`config.mk`:
```
export PLATFORM = sky130hd
export DESIGN_NAME = r5fp_int_div_sqrt_seq_flat
export DESIGN_NICKNAME = d
export VERILOG_FILES = /design/src/rtl/r5fp_int_div_sqrt_seq_if.sv /design/src/rtl/r5fp_int_div_sqrt_seq.sv /design/src/flat_wrapper.sv
export SDC_FILE = /design/constraint.sdc
export NUM_CORES = 1
export LEC_CHECK = 0
export ABC_AREA = 1
export CAP_MARGIN = 20
export CORE_ASPECT_RATIO = 0.9
export CORE_MARGIN = 3
export CORE_UTILIZATION = 45
export DETAILED_ROUTE_END_ITERATION = 8
export PLACE_DENSITY = 0.66
export SETUP_SLACK_MARGIN = 0.02
export SLEW_MARGIN = 20
export SYNTH_ARGS = -nofsm -noshare
export SYNTH_HDL_FRONTEND = slang
export SYNTH_SLANG_ARGS = --single-unit
```
`constraint.sdc`:
```
create_clock -name clk -period 12.4 [get_ports clk]
set_clock_uncertainty 0.2 [all_clocks]
set_input_delay 2.48 -clock clk [delete_from_list [all_inputs] [get_ports clk]]
set_output_delay 2.48 -clock clk [all_outputs]
set_load 0.05 [all_outputs]
```
`src/rtl/r5fp_int_div_sqrt_seq_if.sv`:
```
// Handshake bundle between an FP divide/sqrt front-end and the iterative
// integer divide / square-root engine. The front-end is the master, the
// engine the slave.
interface r5fp_int_div_sqrt_seq_if #(
    parameter int W = 26
);
    logic [W-1:0] N_i;
    logic [W-1:0] D_i;
    logic         is_div_i;
    logic         strobe_i;
    logic [W-1:0] Quo_o;
    logic [W-1:0] Rem_o;
    logic         done_o;
    logic         ready_o;

    modport master (
        output N_i, D_i, is_div_i, strobe_i,
        input  Quo_o, Rem_o, done_o, ready_o
    );

    modport slave (
        input  N_i, D_i, is_div_i, strobe_i,
        output Quo_o, Rem_o, done_o, ready_o
    );
endinterface

```
`src/rtl/r5fp_int_div_sqrt_seq.sv`:
```
// Iterative radix-2 integer divide / square-root engine.
// Divide: restoring, Quo = floor(N*2^(W-1)/D), Rem = N*2^(W-1) mod D, W steps.
// Sqrt:   restoring digit-by-digit on {D, (W-2) zeros}, W-1 steps.
// One quotient/root bit per clock; results are held until the next operation
// completes, and done pulses for one cycle when they change.
module r5fp_int_div_sqrt_seq #(
    parameter int W = 26
) (
    input  logic                   clk,
    input  logic                   reset,
    r5fp_int_div_sqrt_seq_if.slave bus
);
    localparam int CW = $clog2(W + 1);
    localparam logic [CW-1:0] DIV_STEPS  = CW'(W);
    localparam logic [CW-1:0] SQRT_STEPS = CW'(W - 1);
    localparam logic [CW-1:0] ONE_STEP   = CW'(1);

    typedef enum logic {
        IDLE,
        BUSY
    } state_t;

    state_t        state;
    state_t        state_next;
    logic [CW-1:0] cnt;
    logic [W:0]    r;
    logic [W:0]    r_step;
    logic [W:0]    r_sub;
    logic [W:0]    r_sh;
    logic [W:0]    trial;
    logic [W-1:0]  q;
    logic [W-1:0]  q_step;
    logic [W-1:0]  d_reg;
    logic [W-1:0]  rad;
    logic          is_div;
    logic          start;
    logic          last_step;

    // State register; reset abandons any operation in flight.
    always_ff @(posedge clk or posedge reset) begin
        if (reset) begin
            state <= IDLE;
        end else begin
            state <= state_next;
        end
    end

    // Next state: accept a strobe only when idle, return after the final step.
    always_comb begin
        state_next = state;
        case (state)
            IDLE:    if (bus.strobe_i) state_next = BUSY;
            BUSY:    if (cnt == ONE_STEP) state_next = IDLE;
            default: state_next = IDLE;
        endcase
    end

    // Decoded outputs of the FSM: ready, operation start and final-step flag.
    always_comb begin
        bus.ready_o = (state == IDLE);
        start       = (state == IDLE) && bus.strobe_i;
        last_step   = (state == BUSY) && (cnt == ONE_STEP);
    end

    // One iteration of either recurrence, computed from the current state.
    // The divide remainder is not shifted on its last step so that it is
    // directly the final remainder; sqrt pulls the next radicand pair from
    // the top of rad, which shifts in zeros once D is exhausted.
    always_comb begin
        r_sub  = r - {1'b0, d_reg};
        r_sh   = (r << 2) | {{(W-1){1'b0}}, rad[W-1 -: 2]};
        trial  = ({1'b0, q} << 2) | {{W{1'b0}}, 1'b1};
        r_step = r;
        q_step = q;
        if (is_div) begin
            if (r >= {1'b0, d_reg}) begin
                q_step = {q[W-2:0], 1'b1};
                r_step = last_step ? r_sub : (r_sub << 1);
            end else begin
                q_step = {q[W-2:0], 1'b0};
                r_step = last_step ? r : (r << 1);
            end
        end else begin
            if (r_sh >= trial) begin
                q_step = {q[W-2:0], 1'b1};
                r_step = r_sh - trial;
            end else begin
                q_step = {q[W-2:0], 1'b0};
                r_step = r_sh;
            end
        end
    end

    // Datapath: latch operands on start, iterate while busy, publish results
    // and pulse done on the final step. Divide-by-zero naturally yields an
    // all-ones quotient; its remainder is forced to zero.
    always_ff @(posedge clk or posedge reset) begin
        if (reset) begin
            cnt        <= '0;
            r          <= '0;
            q          <= '0;
            d_reg      <= '0;
            rad        <= '0;
            is_div     <= 1'b0;
            bus.Quo_o  <= '0;
            bus.Rem_o  <= '0;
            bus.done_o <= 1'b0;
        end else begin
            bus.done_o <= 1'b0;
            if (start) begin
                r      <= bus.is_div_i ? {1'b0, bus.N_i} : '0;
                q      <= '0;
                d_reg  <= bus.D_i;
                rad    <= bus.D_i;
                is_div <= bus.is_div_i;
                cnt    <= bus.is_div_i ? DIV_STEPS : SQRT_STEPS;
            end else if (state == BUSY) begin
                r   <= r_step;
                q   <= q_step;
                rad <= rad << 2;
                cnt <= cnt - ONE_STEP;
                if (last_step) begin
                    bus.Quo_o  <= q_step;
                    bus.Rem_o  <= (is_div && (d_reg == '0)) ? '0 : r_step[W-1:0];
                    bus.done_o <= 1'b1;
                end
            end
        end
    end
endmodule

```
`src/flat_wrapper.sv`:
```
// flat-port wrapper written by rule: the top's interface ports become plain ports
module r5fp_int_div_sqrt_seq_flat 
#(
    parameter int W = 26
)
  (clk, reset, bus_N_i, bus_D_i, bus_is_div_i, bus_strobe_i, bus_Quo_o, bus_Rem_o, bus_done_o, bus_ready_o);
  r5fp_int_div_sqrt_seq_if #(.W(W)) bus_i ();
  input  logic clk;
  input  logic reset;
  input wire logic [$bits(bus_i.N_i)-1:0] bus_N_i;
  input wire logic [$bits(bus_i.D_i)-1:0] bus_D_i;
  input wire logic [$bits(bus_i.is_div_i)-1:0] bus_is_div_i;
  input wire logic [$bits(bus_i.strobe_i)-1:0] bus_strobe_i;
  output wire logic [$bits(bus_i.Quo_o)-1:0] bus_Quo_o;
  output wire logic [$bits(bus_i.Rem_o)-1:0] bus_Rem_o;
  output wire logic [$bits(bus_i.done_o)-1:0] bus_done_o;
  output wire logic [$bits(bus_i.ready_o)-1:0] bus_ready_o;
  assign bus_i.N_i = bus_N_i;
  assign bus_i.D_i = bus_D_i;
  assign bus_i.is_div_i = bus_is_div_i;
  assign bus_i.strobe_i = bus_strobe_i;
  assign bus_Quo_o = bus_i.Quo_o;
  assign bus_Rem_o = bus_i.Rem_o;
  assign bus_done_o = bus_i.done_o;
  assign bus_ready_o = bus_i.ready_o;
  r5fp_int_div_sqrt_seq #(.W(W)) u_core (.clk(clk), .reset(reset), .bus(bus_i));
endmodule
```
* Yosys cells after proc, flatten, opt, wreduce, memory -nomap -nowiden
Cells that the tools add are included.
** Operators by class
- Equality and inequality tests :: 2
- Reduce and logical (&&, ||, !) cells :: 7
- Bitwise gates (word level) :: 3
- Add/sub/neg operators :: 3
- $lt $le $gt $ge :: 2
- Muxes and demuxes :: 25
** Operators with widths (count)
- 2-to-1 mux 27 bit :: 7
- 2-to-1 mux 26 bit :: 4
- 2-to-1 mux 25 bit :: 2
- greater-or-equal comparator 27 x 26 -> 1 bit :: 1
- greater-or-equal comparator 27 bit :: 1
- OR 27 x 2 -> 27 bit :: 1
- subtractor 27 x 26 -> 27 bit :: 1
- subtractor 27 bit :: 1
- zero test 26 bit :: 1
- 2-to-1 mux 5 bit :: 2
- 2-to-1 mux 1 bit :: 8
- equality test 5 x 1 -> 1 bit, second input constant :: 1
- subtractor 5 x 1 -> 5 bit, second input constant :: 1
- inequality test 4 bit, second input constant :: 1
- logical AND 1 bit :: 3
- AND reduction 3 bit :: 1
- 2-to-1 mux 2 bit :: 1
- inverter 1 bit :: 2
- case mux 1 bit (2 select lines) :: 1
- AND reduction 2 bit :: 1
- nonzero test 2 bit :: 1
** Storage, ports and cells
- Bits in registers :: 164
- Input bits :: 56
- Logic and storage cells :: 53

* Logic depth before layout (Yosys ltp)
Gate-level depths: netlist of the first run.
- Depth in word-level cells :: 7
- Mapped depth :: 20
- Depth with buffers taken out :: 20

* Worst setup path after synthesis of the first run
Ideal clock, no wire load.
- Path kind :: register -> output
- Start point :: register u_core.state
- End point :: output port bus_ready_o
- Slack :: 8502 ps
- Required time :: 9720 ps
- Arrival :: 1218 ps
- Stages on the path, launching flop included :: 4
- Path through :: dfrtp_1 > buf_2 > clkinv_1 > clkbuf_1
** On the way
- Cells in the longest elaborated chain, start to end :: 1
** Ends and longest elaborated chain
- from (decl) :: line r5fp_int_div_sqrt_seq.sv:23 : state_t state;
- from (signal assigned) :: line r5fp_int_div_sqrt_seq.sv:44 : state <= state_next;
- inverter 1 bit :: line r5fp_int_div_sqrt_seq.sv:60 : bus.ready_o = (state == IDLE);
- to (decl) :: line flat_wrapper.sv:17 : output wire logic [$bits(bus_i.ready_o)-1:0] bus_ready_o;
Every way passes these cells.

* Final worst setup path of the first run
Ends and elaborated chain as after synthesis.

==> results of run 1 <==
## final timing paths
check / from / end / depth (start not counted)
max: u_core.state / bus_ready_o / 2
min: u_core.bus.Rem_o[8] / u_core.bus.Rem_o[8] / 2
max reg2reg: u_core.state / u_core.r[21] / 12
min reg2reg: u_core.bus.Rem_o[8] / u_core.bus.Rem_o[8] / 2
max in group asynchronous: reset / u_core.bus.Rem_o[23] / 3
min in group asynchronous: reset / u_core.rad[5] / 2
## stage by stage
stage          hold WS, ps  utilization (%)
2_1_floorplan          253                -
3_3_place_gp           264             51.6
3_5_place_dp           268             51.6
4_1_cts                285             53.9
5_1_grt                307             53.9
6_report               280             53.9
## final cells by class
class	instances	area [µm²]	area share (%)
Multi-Input combinational cell	1266	6410	46.6
Sequential cell	164	4100	29.8
Timing Repair Buffer	118	1160	8.42
Inverter	284	1080	7.83
Clock buffer	19	443	3.22
Tap cell	342	428	3.11
Clock inverter	13	141	1.03
## cell families after synthesis
kind of cell,count (synthesis)
AND/OR/NAND/NOR,922
buffers and inverters,339
AO/OA/AOI/OAI,266
flip-flops,164
adder cells (fa/ha/maj),56
XOR/XNOR,19
multiplexers,3
## per-layer routing
metal | GRT usage [%] | vias up
li1 | - | 5835
met1 | 43.3 | 5537
met2 | 46.4 | 455
met3 | 4.95 | 64
met4 | 6.68 | 0
met5 | 0 | -
## tightest hold or removal path, stage by stage, from the launching register on
cell and delay (ps):
dfrtp_1 340, nand2_1 50, nand2_1 50
## synthesized netlist by cell type, drive strengths merged, types with 4 or more instances
master / number / area (µm²)
nand2: 601 / 2280
xor2: 12 / 105
nand3: 124 / 666
nor3: 10 / 66.3
buf: 26 / 186
clkinv: 4 / 15.0
o21ai: 100 / 504
dfrtp: 164 / 4100
nand4: 34 / 238
or2: 8 / 50.1
nor2: 134 / 541
xnor2: 7 / 61.3
clkbuf: 29 / 109
o21bai: 7 / 52.6
o211ai: 6 / 45.0
a21oi: 92 / 502
o22ai: 25 / 156
ha: 55 / 688
nand3b: 5 / 37.5
nor4: 4 / 25.0
inv: 280 / 1060
a22oi: 4 / 45.1
o221ai: 25 / 219
==> impl_results.md, run 1 <==
- Crit path cell chain: clkinv_1, clkdlybuf4s50_1
- DP Wirelength: 32400 µm
- Pre-antenna DRT Iters: 6
- Pre-CTS worst setup slack: roughly 7400 ps
- DIE AREA: 28400 µm²
- Synthesized area per cell: between 6 and 7 µm²
- Worst-path clk slew: 70 ps
- Worst Path Required: slightly below 10000 ps
- Worst slew margin: 35.6%
- DR iter-0 viols: approximately 1200
- Status: finished, final reports clean
- Period utilisation layout: between 30% and 40%
- Routed len/inst: 19.0 µm
- Fmax: 0.212 GHz
- XOR/XNOR share of the synthesized area: 1.40%
- Placed insts: approximately 2200
- Root buf cell: clkbuf_16
- Syn_nets: roughly 1900
- Number of distinct library cells after synthesis: 51
- Most frequent cells in the layout: 594 x nand2_1, 272 x inv_1, 164 x dfrtp_1
- Combinational family with the most area after synthesis: simple AND/OR/NAND/NOR gates
- Most flops, register: u_core.r
- Worst Path Class, Setup: flop to output port
- Top_reg_cell synth: dfrtp_1
- Setup_tns: 0 ps
- Synth Area in Compound Gates: a little over an eighth
- Clk_lat worst skew: ~440 ps
- Bufs on Longest Clock Path: 2
- CP arrival: a little over 2000 ps
- Worst Tran Pin Value: 961 ps
- Routed WL: roughly 42000 µm
- Number of I/O pins: 110
- Max-Cap Viols: 0
- Async S/R FF share, synth: 100%
- Final max-slew violation count: 0
- Hold Fails Final Rpt: 0
- First-pass GRT wire length: about 65000 µm
- Minimum clock period: approximately 4700 ps
- Highest cell delay on the worst timing path: between 700 and 800 ps
- EDFF count, synth: 0
- Bufs and invs on worst path: 2
- Most common cell after layout, fill and taps aside: nand2_1
- Critical Path Start Type: flop
- CTS H-tree lvls: 4
- GRT Total Usage: a little under 30%
- Maximum fanout along the worst path: 8
- Seq cells post-synth: around 160
- CTS tree: done
- Core footprint: 25500 µm²
- CTS Hold Bufs: 0
- Synth Area in Simple Gates: 33.0%
- Inserted Clock Buffers: 17
- Synthesis-to-layout area growth: 16.0%
- Share of cells above drive strength 1: 5.58%
- Die span in y: 160 µm
- Post-CTS Setup Bufs: 0
- # setup viols final: 0
- DRC Markers: 0
- Placer congestion estimate: roughly 1.0
- Area after DPL: 13200 µm²
- Mapped cell area: roughly 12000 µm²
- Uppermost layer routed: met4
- Initial antenna violation count: 0
- Final WS setup: 7680 ps
- R2r setup slk: a little over 8000 ps
- Gr ovfl total: 0
- Cell count after synthesis: roughly 1800
- Design Area, Final: 13800 µm²
- Met3 WL post-DR: 3100 µm
- M1 wire length: approximately 19000 µm
- Layout Cells excl Fill: around 2200
- Initial Util: 46.5%
- Sink Count: between 150 and 200
- Register area share after synthesis: approximately a third
- Die X: 177 µm
- Worst hold path class: flop to flop
- Post-Synth Adder-Cell Area: under 10%
- CP max-delay cell: clkdlybuf4s50_1
- Mux cell area share after synthesis: less than 1%
- Row cnt: 55
- Port bufs: about 110
- Via density: around 5.4
- Largest net degree at the start of global routing: slightly below 100
- Crit-path leading delay family: buffers and inverters
- Yosys warning total: 0
- Nets: 1963
- Crit. End Element: output port
- CTS resizes: 0
- Number of global-route vias before repair: between 10000 and 15000
- RSZ-0062 raised after global routing: false
- Max FFs per register: 27
- Remaining antenna violation count: 0
- Metal2 WL: ~18000 µm
- FILL cells: 2573
- N_diodes: 0
- Via count: around 12000
Power of run 1 is left out: the tool's default activity adds up to more than one toggle a clock period on the data nets, which glitch-free logic cannot reach.
==> run 2: changes to the inputs <==
Settings changed: PLACE_DENSITY 0.66 to 0.69.
Clock period 12.4 ns to 4.2 ns, I/O delays scaled along.
==> run 2 against run 1 <==
Count of clock-buffer cells in the layout shrank 1. Sequential cell count is the same. Global-route usage grew 2.2 points. Routed wire length grew 8.2%. Register-to-register slack lost 7300 ps. Sequential share of layout area shrank 0.25 points. Critical path type is now flop to flop. Highest routed layer unchanged.
==> impl_results.md, run 2 (synthesis results as in run 1) <==
- Remaining antenna violation count: 0
- Hold Fails Final Rpt: 0
- Initial Util: between 40% and 50%
- DRC Markers: 0
- N_diodes: 0
- Worst hold path class: flop to flop
- Die span in y: 160 µm
- Via density: about 5.5
- Setup_tns: 0 ps
- CP arrival: between 3000 and 4000 ps
- Number of I/O pins: 110
- CTS tree: done
- Status: finished, final reports clean
- Max FFs per register: 27
- DP Wirelength: roughly 35000 µm
- Most used cell, CP: nand2_1
- M1 wire length: 19900 µm
- Final max-slew violation count: 0
- RSZ-0062 raised after global routing: false
- DIE AREA: 28400 µm²
- Worst Path Class, Setup: flop to flop
- Bufs and invs on worst path: 1
- Bufs on Longest Clock Path: 2
- Pre-CTS worst setup slack: ~720 ps
- Root buf cell: clkbuf_16
- Die X: 177 µm
- Sink Count: around 160
- Most flops, register: u_core.r
- Number of global-route vias before repair: 11600
- Layout Cells excl Fill: 2218
- Highest cell delay on the worst timing path: around 520 ps
- Hold slack final: 283 ps
- Max-Cap Viols: 0
- Crit. End Element: flop
- Routed WL: 45200 µm
- CTS H-tree lvls: 4
- Minimum clock period: roughly 3400 ps
- Worst slew margin: 27.3%
- Worst Tran Pin Value: about 1100 ps
- Port bufs: roughly 110
- Core footprint: 25500 µm²
- Synthesis-to-layout area growth: 17.0%
- Uppermost layer routed: met4
- Routed len/inst: ~20 µm
- Crit path cell chain: ha_1, nand2_1, inv_1, nand2_1, nand2_1, a21oi_2, nand2_1, nand2_1, nand3_2, nor2_4, nand2_1, o211ai_1, nand2_1, a21oi_1
- Nets: roughly 2000
- Largest net degree at the start of global routing: roughly 170
- Fmax: between 0.2 and 0.3 GHz
- Metal2 WL: ~20000 µm
- Via count: roughly 12000
- Placer congestion estimate: between 0.9 and 1
- # setup viols final: 0
- Placed insts: roughly 2200
- CTS resizes: 0
- Worst Path Required: about 4400 ps
- First-pass GRT wire length: 69400 µm
- Gr ovfl total: 0
- CTS Hold Bufs: 0
- Initial antenna violation count: 0
- Final WS setup: around 760 ps
- CP max-delay cell: dfrtp_1
- Critical Path Start Type: flop
- Worst-path clk slew: around 80 ps
- Maximum fanout along the worst path: 17
- Met3 WL post-DR: about 3600 µm
- Crit-path leading delay family: simple AND/OR/NAND/NOR gates
- Most common cell after layout, fill and taps aside: nand2_1
- Inserted Clock Buffers: 17
- DR iter-0 viols: ~1300
- Most frequent cells in the layout: 594 x nand2_1, 272 x inv_1, 164 x dfrtp_1
- Post-CTS Setup Bufs: 0
- Row cnt: 55
- GRT Total Usage: 31.9%
- Share of cells above drive strength 1: 6.24%
- Pre-antenna DRT Iters: 9
- Period utilisation layout: 81.9%
- Clk_lat worst skew: around 450 ps
[run 2: changes by cell type in the layout (fill, tap and decap cells not counted)]
cell	change
inv_8	+6
clkinv_8	+2
buf_12	+1
clkbuf_1	-1
clkinv_4	+1
bufinv_16	-1
buf_4	+11
inv_6	-7
[run 2: area by class of cell]
type / instances / area [µm²]
multi-input combinational: 1266 / 6410
timing repair buffer: 130 / 1260
fill: 2563 / 11600
inverter: 284 / 1080
sequential: 164 / 4100
clock inverter: 14 / 160
tap: 342 / 428
clock buffer: 18 / 439
[run 2: worst reg2reg max path, stage by stage, from the launching register on]
cell	delay, ps
dfrtp_1	520
ha_1	420
nand2_1	150
inv_1	50
nand2_1	60
nand2_1	80
a21oi_2	120
nand2_1	120
nand2_1	120
nand3_2	330
nor2_4	470
nand2_1	90
o211ai_1	230
nand2_1	210
a21oi_1	200
[run 2: worst paths after layout]
path / end / slack [ps] / cells past startpoint / startpoint
worst max-delay path: u_core.r[1] / 760 / 14 / u_core.r[7]
min in group asynchronous: u_core.cnt[3] / 780 / 3 / reset
worst max register to register: u_core.r[1] / 760 / 14 / u_core.r[7]
worst min-delay path: u_core.bus.Rem_o[1] / 280 / 2 / u_core.bus.Rem_o[1]
max in group asynchronous: u_core.bus.Rem_o[23] / 2330 / 3 / reset
worst min register to register: u_core.bus.Rem_o[1] / 280 / 2 / u_core.bus.Rem_o[1]
[run 2: per-layer routing]
layer / vias up / global-route usage, %
met5: - / 0
li1: 5843 / -
met4: 0 / 11.1
met2: 582 / 50.0
met3: 94 / 4.66
met1: 5725 / 45.1
[run 2: per-stage QoR]
step / utilization (%) / area (µm²)
after floorplan: - / 11900
after global placement: 52.0 / 13300
after detailed placement: 52.0 / 13300
after CTS: 54.4 / 13900
after global routing: 54.4 / 13900
final: 54.4 / 13900
Power of run 2 is left out for the same reason.
